==> src/rtl/game_master_sm_pkg.sv <==
`default_nettype none
// ============================================================================
// Module   : game_pkg
// Purpose  : State encodings and shared sizing helpers for game_master_sm.
// Revision : 1.0
// ============================================================================
package game_pkg;

  localparam int STATE_W = 3;

  typedef enum logic [STATE_W-1:0] {
    IDLE  = 3'd0,
    PLAY  = 3'd1,
    WIN   = 3'd2,
    LOSE  = 3'd3,
    PAUSE = 3'd4
  } state_e;

  function automatic int clog2_min1(input int n);
    return (n > 1) ? $clog2(n) : 1;
  endfunction

endpackage
`default_nettype wire

==> src/rtl/game_master_sm_if.sv <==
`default_nettype none
// ============================================================================
// Module   : game_master_sm_if
// Purpose  : Button, score and status bundle between the game core and its
//            environment (master = environment, slave = game core).
// Revision : 1.0
// ============================================================================
interface game_master_sm_if
  import game_pkg::*;
#(
  parameter int SCORE_W  = 4,
  parameter int N_LEVELS = 4
) ();

  localparam int LEVEL_W = clog2_min1(N_LEVELS);

  logic               LEFT;
  logic               RIGHT;
  logic               UP;
  logic               DOWN;
  logic               PAUSE_BTN;
  logic               COLLISION;
  logic [SCORE_W-1:0] SCORE_COUNT;
  logic [STATE_W-1:0] STATE;
  logic [LEVEL_W-1:0] LEVEL;
  logic               GAME_START;

  modport master (
    output LEFT, RIGHT, UP, DOWN, PAUSE_BTN, COLLISION, SCORE_COUNT,
    input  STATE, LEVEL, GAME_START
  );

  modport slave (
    input  LEFT, RIGHT, UP, DOWN, PAUSE_BTN, COLLISION, SCORE_COUNT,
    output STATE, LEVEL, GAME_START
  );

endinterface
`default_nettype wire

==> src/rtl/game_master_sm_btn_edge.sv <==
`default_nettype none
// ============================================================================
// Module   : btn_edge
// Purpose  : 1-bit rising-edge detector against a registered history bit.
// Revision : 1.0
// ============================================================================
module btn_edge (
  input  logic clk,
  input  logic rst_n,
  input  logic btn_i,
  output logic rise_o
);

  logic prev_q;

  always_ff @(posedge clk) begin
    if (!rst_n) begin
      prev_q <= 1'b0;
    end else begin
      prev_q <= btn_i;
    end
  end

  // A button held through reset still reports one edge once reset releases.
  assign rise_o = btn_i & ~prev_q;

endmodule
`default_nettype wire

==> src/rtl/game_master_sm.sv <==
`default_nettype none
// ============================================================================
// Module   : game_master_sm
// Purpose  : Snake game master FSM: start, level progression, win/lose hold.
//            Optional PAUSE state built when GAME_MASTER_PAUSE_EN is defined.
// Revision : 1.0
// ============================================================================
module game_master_sm
  import game_pkg::*;
#(
  parameter int SCORE_W     = 4,
  parameter int WIN_SCORE   = 10,
  parameter int LEVEL_STEP  = 3,
  parameter int N_LEVELS    = 4,
  parameter int HOLD_CYCLES = 8
) (
  input  logic            CLK,
  input  logic            RESET,
  game_master_sm_if.slave bus
);

  localparam int                 LEVEL_W   = clog2_min1(N_LEVELS);
  localparam int                 HOLD_W    = clog2_min1(HOLD_CYCLES + 1);
  localparam logic [SCORE_W:0]   WIN_THR   = (SCORE_W + 1)'(WIN_SCORE);
  localparam logic [SCORE_W:0]   STEP      = (SCORE_W + 1)'(LEVEL_STEP);
  localparam logic [LEVEL_W-1:0] LEVEL_MAX = LEVEL_W'(N_LEVELS - 1);
  localparam logic [HOLD_W-1:0]  HOLD_MAX  = HOLD_W'(HOLD_CYCLES);

  logic [3:0] dir_raw;
  logic [3:0] dir_rise;
  logic       any_dir;

  assign dir_raw = {bus.LEFT, bus.RIGHT, bus.UP, bus.DOWN};

  for (genvar gi = 0; gi < 4; gi++) begin : g_dir
    btn_edge u_edge (
      .clk    (CLK),
      .rst_n  (RESET),
      .btn_i  (dir_raw[gi]),
      .rise_o (dir_rise[gi])
    );
  end

  assign any_dir = |dir_rise;

`ifdef GAME_MASTER_PAUSE_EN
  logic pause_rise;

  btn_edge u_pause_edge (
    .clk    (CLK),
    .rst_n  (RESET),
    .btn_i  (bus.PAUSE_BTN),
    .rise_o (pause_rise)
  );
`else
  logic unused_pause_btn;
  assign unused_pause_btn = bus.PAUSE_BTN;
`endif

  state_e             state_q, state_d;
  logic [LEVEL_W-1:0] level_q, level_d;
  logic [SCORE_W:0]   thresh_q, thresh_d;
  logic [HOLD_W-1:0]  hold_q, hold_d;
  logic               start_q, start_d;
  logic [SCORE_W:0]   score;

  assign score = {1'b0, bus.SCORE_COUNT};

  always_ff @(posedge CLK) begin
    if (!RESET) begin
      state_q  <= IDLE;
      level_q  <= '0;
      thresh_q <= STEP;
      hold_q   <= '0;
      start_q  <= 1'b0;
    end else begin
      state_q  <= state_d;
      level_q  <= level_d;
      thresh_q <= thresh_d;
      hold_q   <= hold_d;
      start_q  <= start_d;
    end
  end

  always_comb begin
    state_d  = state_q;
    level_d  = level_q;
    thresh_d = thresh_q;
    hold_d   = hold_q;
    start_d  = 1'b0;

    case (state_q)
      IDLE: begin
        if (any_dir) begin
          state_d  = PLAY;
          start_d  = 1'b1;
          level_d  = '0;
          thresh_d = STEP;
        end
      end

      PLAY: begin
        if ((score >= thresh_q) && (level_q < LEVEL_MAX)) begin
          level_d  = level_q + 1'b1;
          thresh_d = thresh_q + STEP;
        end
        if (bus.COLLISION) begin
          state_d = LOSE;
          hold_d  = '0;
        end else if (score >= WIN_THR) begin
          state_d = WIN;
          hold_d  = '0;
        end
`ifdef GAME_MASTER_PAUSE_EN
        else if (pause_rise) begin
          state_d = PAUSE;
        end
`endif
      end

      WIN, LOSE: begin
        if (hold_q != HOLD_MAX) begin
          hold_d = hold_q + 1'b1;
        end
        // Edges before the hold expires are dropped, never remembered.
        if (any_dir && (hold_q == HOLD_MAX)) begin
          state_d = IDLE;
        end
      end

`ifdef GAME_MASTER_PAUSE_EN
      PAUSE: begin
        if (pause_rise) begin
          state_d = PLAY;
        end
      end
`endif

      default: state_d = IDLE;
    endcase
  end

  assign bus.STATE      = state_q;
  assign bus.LEVEL      = level_q;
  assign bus.GAME_START = start_q;

endmodule
`default_nettype wire

==> src/flat_wrapper.sv <==
// flat-port wrapper written by rule: the top's interface ports become plain ports
module game_master_sm_flat import game_pkg::*;
#(
  parameter int SCORE_W     = 4,
  parameter int WIN_SCORE   = 10,
  parameter int LEVEL_STEP  = 3,
  parameter int N_LEVELS    = 4,
  parameter int HOLD_CYCLES = 8
)
  (CLK, RESET, bus_LEFT, bus_RIGHT, bus_UP, bus_DOWN, bus_PAUSE_BTN, bus_COLLISION, bus_SCORE_COUNT, bus_STATE, bus_LEVEL, bus_GAME_START);
  game_master_sm_if #(.SCORE_W(SCORE_W), .N_LEVELS(N_LEVELS)) bus_i ();
  input  logic CLK;
  input  logic RESET;
  input wire logic [$bits(bus_i.LEFT)-1:0] bus_LEFT;
  input wire logic [$bits(bus_i.RIGHT)-1:0] bus_RIGHT;
  input wire logic [$bits(bus_i.UP)-1:0] bus_UP;
  input wire logic [$bits(bus_i.DOWN)-1:0] bus_DOWN;
  input wire logic [$bits(bus_i.PAUSE_BTN)-1:0] bus_PAUSE_BTN;
  input wire logic [$bits(bus_i.COLLISION)-1:0] bus_COLLISION;
  input wire logic [$bits(bus_i.SCORE_COUNT)-1:0] bus_SCORE_COUNT;
  output wire logic [$bits(bus_i.STATE)-1:0] bus_STATE;
  output wire logic [$bits(bus_i.LEVEL)-1:0] bus_LEVEL;
  output wire logic [$bits(bus_i.GAME_START)-1:0] bus_GAME_START;
  assign bus_i.LEFT = bus_LEFT;
  assign bus_i.RIGHT = bus_RIGHT;
  assign bus_i.UP = bus_UP;
  assign bus_i.DOWN = bus_DOWN;
  assign bus_i.PAUSE_BTN = bus_PAUSE_BTN;
  assign bus_i.COLLISION = bus_COLLISION;
  assign bus_i.SCORE_COUNT = bus_SCORE_COUNT;
  assign bus_STATE = bus_i.STATE;
  assign bus_LEVEL = bus_i.LEVEL;
  assign bus_GAME_START = bus_i.GAME_START;
  game_master_sm #(.SCORE_W(SCORE_W), .WIN_SCORE(WIN_SCORE), .LEVEL_STEP(LEVEL_STEP), .N_LEVELS(N_LEVELS), .HOLD_CYCLES(HOLD_CYCLES)) u_core (.CLK(CLK), .RESET(RESET), .bus(bus_i));
endmodule
==> config.mk <==
export PLATFORM = sky130hd
export DESIGN_NAME = game_master_sm_flat
export DESIGN_NICKNAME = d
export VERILOG_FILES = /design/src/rtl/game_master_sm_pkg.sv /design/src/rtl/game_master_sm_if.sv /design/src/rtl/game_master_sm_btn_edge.sv /design/src/rtl/game_master_sm.sv /design/src/flat_wrapper.sv
export SDC_FILE = /design/constraint.sdc
export NUM_CORES = 1
export LEC_CHECK = 0
export ABC_AREA = 1
export CORE_ASPECT_RATIO = 1.5
export CORE_UTILIZATION = 35
export CTS_BUF_LIST = sky130_fd_sc_hd__clkbuf_16
export DETAILED_ROUTE_END_ITERATION = 7
export GPL_ROUTABILITY_DRIVEN = 0
export HOLD_SLACK_MARGIN = 0.1
export PLACE_DENSITY = 0.67
export SETUP_SLACK_MARGIN = 0.4
export SLEW_MARGIN = 20
export SYNTH_ARGS = -nofsm -noshare
export SYNTH_HDL_FRONTEND = slang
export SYNTH_HIERARCHICAL = 1
export SYNTH_SLANG_ARGS = --single-unit
==> constraint.sdc <==
create_clock -name CLK -period 4.3 [get_ports CLK]
set_input_delay 1.075 -clock CLK [delete_from_list [all_inputs] [get_ports CLK]]
set_output_delay 1.075 -clock CLK [all_outputs]
set_load 0.02 [all_outputs]
Word-level counts from Yosys, hierarchy flattened. Index checks and enable logic that the tools add are counted.

Register bits after elaboration: 19. Logic and storage cells: 60. Input port bits: 12. Output and inout bits: 6.

Eq/ne operators: 10. Reductions and logical operators: 11. Bitwise gates (word level): 8. Multiplexer cells: 16. $add $sub $neg: 3. Magnitude comparators: 3.

Operators by type and width (count): 2-to-1 mux 3 bit (4); 2-to-1 mux 4 bit (3); 2-to-1 mux 5 bit (2); case mux 5 bit (2 select lines) (1); case mux 3 bit (3 select lines) (1); AND reduction 3 bit (3); != test 2 x 1 -> 1 bit (second input constant) (4); case mux 4 bit (2 select lines) (1); == test 3 x 2 -> 1 bit (second input constant) (2); adder 5 x 2 -> 5 bit (second input constant) (1); greater-or-equal comparator 4 x 5 -> 1 bit (1); adder 4 x 1 -> 4 bit (second input constant) (1); bitwise AND 1 bit (4); == test 4 bit (second input constant) (1); greater-or-equal comparator 4 bit (second input constant) (1); 2-to-1 mux 2 bit (2); != test 4 bit (second input constant) (1); inverter 1 bit (4); case mux 2 bit (2 select lines) (1); nonzero test 2 bit (2); OR reduction 4 bit (1); == test 3 x 1 -> 1 bit (second input constant) (1); zero test 3 bit (1); != test 3 x 2 -> 1 bit (second input constant) (1); other kinds (6) (7).

Depth between registers and ports, before layout. Gate-level depths: netlist of the first run.

Word-level depth: 6. Gate-level depth with buffers: 13. Gate-level depth less buffers: 13.

Modules after synthesis. Netlist of the first run, hierarchy kept.

Modules (own cells, without submodules): game_master_sm (instances 1, cells each 120, area each 865.8 um^2, sequential area each 280.3 um^2); btn_edge (instances 4, cells each 5, area each 37.5 um^2, sequential area each 20.0 um^2).

Least setup slack after synthesis of the first run. No wires, ideal clock.

Path kind: in2reg. From: input bus_SCORE_COUNT[2]. To: register u_core.thresh_q[0]. Data required time: 4.175 ns. Library setup time: 0.125 ns. Buffers on the path: 0. Arrival: 1.986 ns. Cell stages on the path: 9. Path slack: 2.189 ns. Cells stage by stage: ha_1 > a21oi_1 > nand2_1 > nand2_1 > nand2_1 > nand2_2 > nand2_4 > o21ai_0 > nand3_1.

Word-level cells in the longest chain between the ends: 4.

Ends and longest elaborated chain: start: declaration (line flat_wrapper.sv:20) `input wire logic [$bits(bus_i.SCORE_COUNT)-1:0] bus_SCORE_COUNT;`; greater-or-equal comparator 4 x 5 -> 1 bit (line game_master_sm.sv:103) `if ((score >= thresh_q) && (level_q < LEVEL_MAX)) begin`; logical AND 1 bit (line game_master_sm.sv:103); != test 2 x 1 -> 1 bit (no source line); AND reduction 3 bit (no source line); end signal: assignment (line game_master_sm.sv:79) `thresh_q <= thresh_d;`; end: declaration (line game_master_sm.sv:62) `logic [SCORE_W:0] thresh_q, thresh_d;`.

No other way between the ends. A chain may end at the register's enable or synchronous reset.

Worst setup path after layout of the first run.
From: input bus_SCORE_COUNT[0]. To: register u_core.thresh_q[0].

The elaborated chain is that of the path after synthesis.

==> results by group, run 1 <==
Global route
  – Antenna violations before repair: 0
  – First-pass GRT wire length: 3370 um
  – Maximum number of pins on one net before global-route repair: 11
  – Congestion Overflow GR: 0
  – Number of global-route vias before repair: 848
  – Global router's overall resource usage: 0.148

Logic synthesis
  – Xor-xnor portion of the synthesized cell area: 0.0259
  – Synthesized net count: 160
  – Flip-flop and latch count after synthesis: 18
  – Count of mapped cells out of synthesis: 140
  – Largest family of logic cells by synthesized area: simple AND/OR/NAND/NOR gates
  – Share of synthesized cell area in and, or, nand and nor gates: 0.300
  – Average instance area after synthesis: 7.26 sq um
  – Number of distinct library cell variants in the gate-level netlist after synthesis: 23
  – Adder-Cell Fraction of Synth Area: 0.0985
  – Sequential fraction of the synthesis area: 0.355
  – Compound-Gate Fraction of Synth Area: 0.102
  – Multiplexer share of the synthesized area: 0
  – Ys Warns: 6
  – Mapped cell area: 0.00102 sq mm

Clocking
  – Master cell of the clock root buffer: sky130_fd_sc_hd__clkbuf_16
  – Buffers inserted by post-CTS timing repair: 0
  – Number of levels in the clock H-tree: 1
  – CTS tree: done
  – Clock Latency Late Sink: ~0.24 ns
  – Clk buf depth: 2
  – Resized Gates After CTS: 0
  – Clock transition at the registers of the reported paths: 0.05 ns
  – CTS Sinks: 18
  – Number of buffers created by CTS: 3
  – Cts-stage hold buffer count: 0

STA
  – Worst Skew: 0.00145 ns
  – Summed negative setup slack over all endpoints: 0 ns
  – Peak Freq: 402 MHz
  – Hold slack final: 0.464 ns
  – Period utilisation layout: 0.579
  – Final-report max-slew violation count: 0
  – Hold violation total from the final report: 0
  – Shortest clock period the worst path allows after layout: 2.49 ns
  – Total setup violations reported at the end of the flow: 0
  – Setup repair after global routing missed its margin: no

Setup path
  – Type of element launching the critical path: input port
  – Data required time at the worst endpoint: roughly 4.4 ns
  – Critical path capture point type: flop
  – Type of the worst setup path: in -> reg
  – R2r setup slk: 2.63 ns
  – Launching point of the worst reg2reg path: u_core/thresh_q[2]$_SDFFE_PN0P_
  – Critical path's slowest cell: sky130_fd_sc_hd__clkdlybuf4s50_1
  – FF-to-FF End: u_core/thresh_q[0]$_SDFFE_PN1P_
  – Longest individual stage delay on the worst path: 0.45 ns
  – Most used cell, CP: sky130_fd_sc_hd__nand2_1
  – Highest net fanout along the worst path: 7
  – Ordered list of cells on the worst path: clkdlybuf4s50_1 -> inv_1 -> ha_1 -> inv_1 -> nand2_1 -> nand2_1 -> nand2_1 -> nand2_1 -> nand2_1 -> nand2_2 -> nand2_4 -> o21ai_0 -> nand3_1
  – Worst r2r path cells: 10
  – Worst endpoint data arrival time: ~2.6 ns

Placement
  – Placed wire-length estimate: roughly 1600 um
  – Count of buffers from port buffering: 15

Power and ir drop
  – Worst vdd rail ir drop: 0.203 mV
  – Pwr per Cell Area: 433 mW/mm^2
  – Static leakage: ~0.64 nW

Route
  – WL per Instance: between 10 and 15 um
  – Remaining antenna violation count after routing: 0
  – DRC errors left: 0
  – Via-per-instance ratio: 4.54
  – Final wirelength: 2010 um
  – First drt pass iteration count: 4
  – Iteration-0 DRC count of the detailed router: 29
  – Overall via count from detail_route: 886

Final layout
  – Count of fill cells added during filler insertion: 290
  – Commonest cells after routing, fill and taps aside: sky130_fd_sc_hd__nand2_1, sky130_fd_sc_hd__inv_1, sky130_fd_sc_hd__dfxtp_1
  – # nets final: between 150 and 200
  – P&R area growth vs syn: 26.4%
  – Layout cell share with drive strength beyond 1: 0.108
  – Commonest non-fill, non-tap cell in the layout: sky130_fd_sc_hd__nand2_1
  – Final antenna diode count: 0

Hold path
  – Cell depth of the worst hold path: 2
  – Class of the tightest hold or removal check: reg -> reg
  – Hold Startpoint: u_core/thresh_q[4]$_SDFFE_PN0P_
  – Capture endpoint of the worst hold path: u_core/thresh_q[4]$_SDFFE_PN0P_

Run status
  – Status: completed

Floorplan
  – Core ar.: 0.00271 sq mm
  – I/O pin cnt: 18
  – Standard-cell rows: 23
  – Die ar.: approximately 0.0031 sq mm
  – Initial core utilization: 0.376
  – Horizontal die dimension: 46.0 um
  – Die extent in y: 68.0 um

Run
  – Max-Cap Viols: 0
state kept, by name, indices dropped and copies added, names as in the netlist:
| name | cells |
|---|---|
| u_core/bus.LEVEL | 2 |
| u_core/hold_q | 4 |
| u_core/g_dir.u_edge/prev_q | 4 |
| u_core/bus.GAME_START | 1 |
| u_core/thresh_q | 5 |
| u_core/bus.STATE | 2 |
critical path, delay by kind of cell:
family / cells / cell delay, ns
AO/OA/AOI/OAI: 1 / 0.10
adder cells (fa/ha/maj): 1 / 0.27
buffers and inverters: 3 / 0.54
AND/OR/NAND/NOR: 8 / 0.60
synthesized netlist by cell type:
master,instances,share of area
sky130_fd_sc_hd__inv_2,2,0.0074
sky130_fd_sc_hd__buf_4,1,0.0074
sky130_fd_sc_hd__dfxtp_1,18,0.35
sky130_fd_sc_hd__or2_0,1,0.0062
sky130_fd_sc_hd__nor3_2,1,0.0099
sky130_fd_sc_hd__nor2_4,1,0.011
sky130_fd_sc_hd__o21ai_2,1,0.0086
sky130_fd_sc_hd__xor2_1,3,0.026
sky130_fd_sc_hd__conb_1,1,0.0037
sky130_fd_sc_hd__nor2_2,4,0.025
sky130_fd_sc_hd__nand2_2,1,0.0062
sky130_fd_sc_hd__nand3b_1,1,0.0074
sky130_fd_sc_hd__inv_1,27,0.10
sky130_fd_sc_hd__nand2_4,4,0.044
sky130_fd_sc_hd__o21ai_0,8,0.039
sky130_fd_sc_hd__o211ai_1,1,0.0074
sky130_fd_sc_hd__a211oi_1,1,0.0074
sky130_fd_sc_hd__nand3_1,9,0.044
sky130_fd_sc_hd__nand2_1,28,0.10
sky130_fd_sc_hd__ha_1,8,0.099
sky130_fd_sc_hd__a21oi_1,8,0.039
sky130_fd_sc_hd__nor2_1,9,0.033
sky130_fd_sc_hd__nor3_1,2,0.0099
per-layer routing:
metal | track usage | up-vias | routed length (um)
li1 | - | 469 | -
met1 | 0.160 | 401 | 863
met2 | 0.262 | 16 | 1080
met3 | 0.0343 | 0 | 65
met4 | 0.0699 | 0 | 0
met5 | 0 | - | 0
metrics by stage:
step | instance area, sq um | cells | power, mW | utilization | setup WS [ns]
floorplan | 1020 | 140 | 0.322 | - | 2.19
detailed placement | 1200 | 191 | 0.376 | 0.445 | 1.56
finish | 1280 | 195 | 0.556 | 0.475 | 1.81
CTS | 1280 | 195 | 0.561 | 0.475 | 1.80
global placement | 1200 | 191 | 0.366 | 0.445 | 1.59
global route | 1280 | 195 | 0.593 | 0.475 | 1.68
area by class of cell:
cell class | instances | area (sq um) | area share
sequential | 18 | 360 | 0.281
clock buffer | 3 | 75.1 | 0.0585
timing repair buffer | 15 | 150 | 0.117
clock inverter | 1 | 3.75 | 0.00292
multi-input combinational | 92 | 539 | 0.420
inverter | 29 | 109 | 0.0848
tap | 37 | 46.3 | 0.0361
power breakdown:
part           internal [mW]  switching [mW]
Combinational         0.0679           0.101
Clock                  0.123          0.0600
Sequential             0.187          0.0168
Total                  0.378           0.178
worst max-delay path by stage:
stage / from / end / slack (ns) / depth (start not counted)
global route: bus_LEFT / u_core/thresh_q[3]$_SDFFE_PN0P_ / 1.68 / 9
global placement: bus_SCORE_COUNT[0] / u_core/thresh_q[0]$_SDFFE_PN1P_ / 1.59 / 13
detailed placement: bus_SCORE_COUNT[0] / u_core/thresh_q[0]$_SDFFE_PN1P_ / 1.56 / 13
finish: bus_SCORE_COUNT[0] / u_core/thresh_q[0]$_SDFFE_PN1P_ / 1.81 / 13
floorplan: bus_SCORE_COUNT[2] / u_core/thresh_q[0]$_SDFFE_PN1P_ / 2.19 / 9
CTS: bus_SCORE_COUNT[0] / u_core/thresh_q[0]$_SDFFE_PN1P_ / 1.80 / 13
cells by family (layout without fill, tap and decap cells):
| group | Yosys count | after routing |
|---|---|---|
| simple gates | 61 | 61 |
| buf+inv | 30 | 48 |
| compound gates | 19 | 19 |
| flops | 18 | 18 |
| fa+ha+maj | 8 | 8 |
| xor+xnor | 3 | 3 |
| other cells | 1 | 1 |
(Power assumes the default switching activity.)
==> run 2: changes to the inputs <==
clock period = 2.3 ns   (was 4.3 ns; I/O delays follow)
==> run 2 against run 1 <==
Count of clock-buffer cells in the layout unchanged. Worst hold slack better by 0.0055 ns. Global-route usage is 1.9 points higher. Register-to-register slack got worse by 1.9 ns. Flip-flop and latch count did not move. Non-clock buffer count up 1. First-iteration DRC count shrank 6.9%. Power is 97% higher. Clock skew barely moved. Largest power group unchanged.
==> results by group, run 2 (synthesis results as in run 1) <==
Run status
  – Status: completed (unchanged)

Route
  – Via-per-instance ratio: 4.75 (was 4.54)
  – WL per Instance: 11.9 um (was 10.3 um)
  – Remaining antenna violation count after routing: 0 (unchanged)
  – DRC errors left: 0 (unchanged)
  – First drt pass iteration count: 4 (unchanged)
  – Overall via count from detail_route: 927 (was 886)
  – Final wirelength: 2310 um (was 2010 um)
  – Iteration-0 DRC count of the detailed router: 27 (was 29)

Setup path
  – FF-to-FF End: u_core/thresh_q[4]$_SDFFE_PN0P_ (was u_core/thresh_q[0]$_SDFFE_PN1P_)
  – Type of element launching the critical path: flop (was input port)
  – Critical path's slowest cell: sky130_fd_sc_hd__clkdlybuf4s50_1 (unchanged)
  – Critical path capture point type: primary output (was flop)
  – Highest net fanout along the worst path: 5 (was 7)
  – R2r setup slk: 0.68 ns (was 2.63 ns)
  – Type of the worst setup path: reg -> out (was in -> reg)
  – Longest individual stage delay on the worst path: 0.63 ns (was 0.45 ns)
  – Launching point of the worst reg2reg path: u_core/thresh_q[2]$_SDFFE_PN0P_ (unchanged)
  – Data required time at the worst endpoint: 1.73 ns (was 4.41 ns)
  – Largest delay share family, worst path: buffers and inverters (was simple AND/OR/NAND/NOR gates)
  – CP bufs+invs: 1 (was 3)
  – Worst endpoint data arrival time: 1.28 ns (was 2.60 ns)
  – Ordered list of cells on the worst path: clkdlybuf4s50_1 (was clkdlybuf4s50_1 -> inv_1 -> ha_1 -> inv_1 -> nand2_1 -> nand2_1 -> nand2_1 -> nand2_1 -> nand2_1 -> nand2_2 -> nand2_4 -> o21ai_0 -> nand3_1)
  – CP startpoint: u_core/bus.STATE[1]$_SDFFE_PN0P_ (was bus_SCORE_COUNT[0])
  – Worst r2r path cells: 12 (was 10)

Final layout
  – Max reg flops: 5 (unchanged)
  – Reg with most FFs: u_core/thresh_q (unchanged)
  – # nets final: 180 (was 179)
  – Count of fill cells added during filler insertion: 268 (was 290)
  – Regs by FF count: u_core/thresh_q: 5 flops, u_core/g_dir.u_edge/prev_q: 4 flops, u_core/hold_q: 4 flops (unchanged)
  – P&R area growth vs syn: 35.2% (was 26.4%)
  – Commonest non-fill, non-tap cell in the layout: sky130_fd_sc_hd__inv_1 (was sky130_fd_sc_hd__nand2_1)
  – Commonest cells after routing, fill and taps aside: sky130_fd_sc_hd__inv_1, sky130_fd_sc_hd__nand2_1, sky130_fd_sc_hd__dfxtp_1 (was sky130_fd_sc_hd__nand2_1, sky130_fd_sc_hd__inv_1, sky130_fd_sc_hd__dfxtp_1)
  – Final antenna diode count: 0 (unchanged)
  – Layout cell share with drive strength beyond 1: 0.196 (was 0.108)
  – Util after Layout: 0.508 (was 0.475)
  – Storage element area: 360 sq um (unchanged)
  – Multi-input logic area: 616 sq um (was 539 sq um)

Clocking
  – Clock Latency Late Sink: 0.24 ns (about the same)
  – Master cell of the clock root buffer: sky130_fd_sc_hd__clkbuf_16 (unchanged)
  – CTS Sinks: 18 (unchanged)
  – Cts-stage hold buffer count: 0 (unchanged)
  – Number of levels in the clock H-tree: 1 (unchanged)
  – Clock transition at the registers of the reported paths: 0.05 ns (about the same)
  – Number of buffers created by CTS: 3 (unchanged)
  – Clk buf depth: 2 (unchanged)
  – CTS tree: done (unchanged)

STA
  – Hold slack final: 0.470 ns (was 0.464 ns)
  – Total setup violations reported at the end of the flow: 0 (unchanged)
  – Setup repair after global routing missed its margin: no (unchanged)
  – Shortest clock period the worst path allows after layout: between 1.5 and 2 ns
  – Crit path setup slack, layout: 0.442 ns (was 1.81 ns)
  – Period utilisation layout: 0.808
  – Worst Skew: 0.00154 ns (was 0.00145 ns)
  – Peak Freq: 538 MHz
  – Final-report max-slew violation count: 0 (unchanged)
  – Hold violation total from the final report: 0 (unchanged)
  – Summed negative setup slack over all endpoints: 0 ns (unchanged)

Floorplan
  – Initial core utilization: 0.376 (unchanged)
  – Die extent in y: 68.0 um (unchanged)
  – Die ar.: 0.00313 sq mm (unchanged)
  – I/O pin cnt: 18 (unchanged)
  – Horizontal die dimension: 46.0 um (unchanged)
  – Core ar.: 0.00271 sq mm (unchanged)
  – Standard-cell rows: 23 (unchanged)

Power and ir drop
  – Cell Int Power: 0.725 mW (was 0.378 mW)
  – Fraction of power consumed by combinational cells: 0.345 (was 0.304)
  – Net switching power figure: 0.369 mW (was 0.178 mW)
  – Pwr per Cell Area: 797 mW/mm^2 (was 433 mW/mm^2)
  – Clock network fraction of design power: 0.307 (was 0.330)
  – Worst vdd rail ir drop: 0.337 mV (was 0.203 mV)
  – Static leakage: 0.704 nW (was 0.638 nW)
  – Part of the power in registers: 0.349 (was 0.366)
  – Switching part of the total: 0.337 (was 0.320)

Global route
  – Antenna violations before repair: 0 (unchanged)
  – Maximum number of pins on one net before global-route repair: 10 (was 11)
  – Number of global-route vias before repair: 963 (was 848)
  – Congestion Overflow GR: 0 (unchanged)
  – First-pass GRT wire length: 3850 um (was 3370 um)
  – Global router's overall resource usage: 0.168 (was 0.148)

Placement
  – Setup slack after placement: 0.0452 ns (was 1.56 ns)
  – Placed wire-length estimate: 1690 um (was 1580 um)
  – Count of buffers from port buffering: 15 (unchanged)

Hold path
  – Cell depth of the worst hold path: 2 (unchanged)
  – Capture endpoint of the worst hold path: u_core/thresh_q[4]$_SDFFE_PN0P_ (unchanged)
  – Class of the tightest hold or removal check: reg -> reg (unchanged)
  – Hold Startpoint: u_core/thresh_q[4]$_SDFFE_PN0P_ (unchanged)

Run
  – Max-Cap Viols: 0 (unchanged)
[run 2: changes by cell type in the layout (fill, tap and decap cells not counted), moves of 3 or more]
cell	change
sky130_fd_sc_hd__a21oi_1	-3
sky130_fd_sc_hd__a21oi_2	+3
sky130_fd_sc_hd__clkdlybuf4s50_1	-4
sky130_fd_sc_hd__dlymetal6s2s_1	+4
sky130_fd_sc_hd__nand2_1	-7
sky130_fd_sc_hd__nand2_2	+5
[run 2: worst max path at each step]
stage	end	slack [ns]	cells after the start
6_report	bus_STATE[1]	0.44	1
5_1_grt	bus_LEVEL[0]	0.41	1
4_1_cts	u_core/thresh_q[0]$_SDFFE_PN1P_	0.39	13
3_5_place_dp	u_core/thresh_q[0]$_SDFFE_PN1P_	0.05	10
3_3_place_gp	u_core/thresh_q[0]$_SDFFE_PN1P_	0.12	13
2_1_floorplan	u_core/thresh_q[0]$_SDFFE_PN1P_	0.69	9
[run 2: routing by layer]
metal  routed length (um)  GRT usage  up-vias
li1                     -          -      468
met1                  945      0.167      446
met2                 1290      0.319       11
met3                   55     0.0264        2
met4                   20     0.0809        0
met5                    0          0        -
[run 2: repair_timing]
item / CTS / global route
buffers inserted: 0 / 0
resized for setup: 5 / 17
pin swaps: 2 / 9
setup endpoints to repair: 7 / 8
[run 2: area by class of cell]
| cell class | count | share of cell area |
|---|---|---|
| timing repair buffer | 16 | 0.122 |
| tap | 37 | 0.0337 |
| clock buffer | 3 | 0.0546 |
| multi-input combinational | 92 | 0.448 |
| inverter | 29 | 0.0792 |
| sequential | 18 | 0.262 |
[run 2: through the flow]
step / cells / total power [mW] / area [sq um]
6_report: 195 / 1.09 / 1370
5_1_grt: 195 / 1.17 / 1370
4_1_cts: 195 / 1.06 / 1300
3_5_place_dp: 192 / 0.711 / 1210
3_3_place_gp: 192 / 0.687 / 1210
2_1_floorplan: 140 / 0.602 / 1020
[run 2: power groups by stage]
stage / Combinational [mW] / Sequential [mW] / Clock (mW)
after detailed placement: 0.323 / 0.388 / 0
after global placement: 0.303 / 0.385 / 0
after floorplan: 0.203 / 0.398 / 0
final: 0.377 / 0.382 / 0.335
after global routing: 0.421 / 0.387 / 0.364
after CTS: 0.336 / 0.381 / 0.344
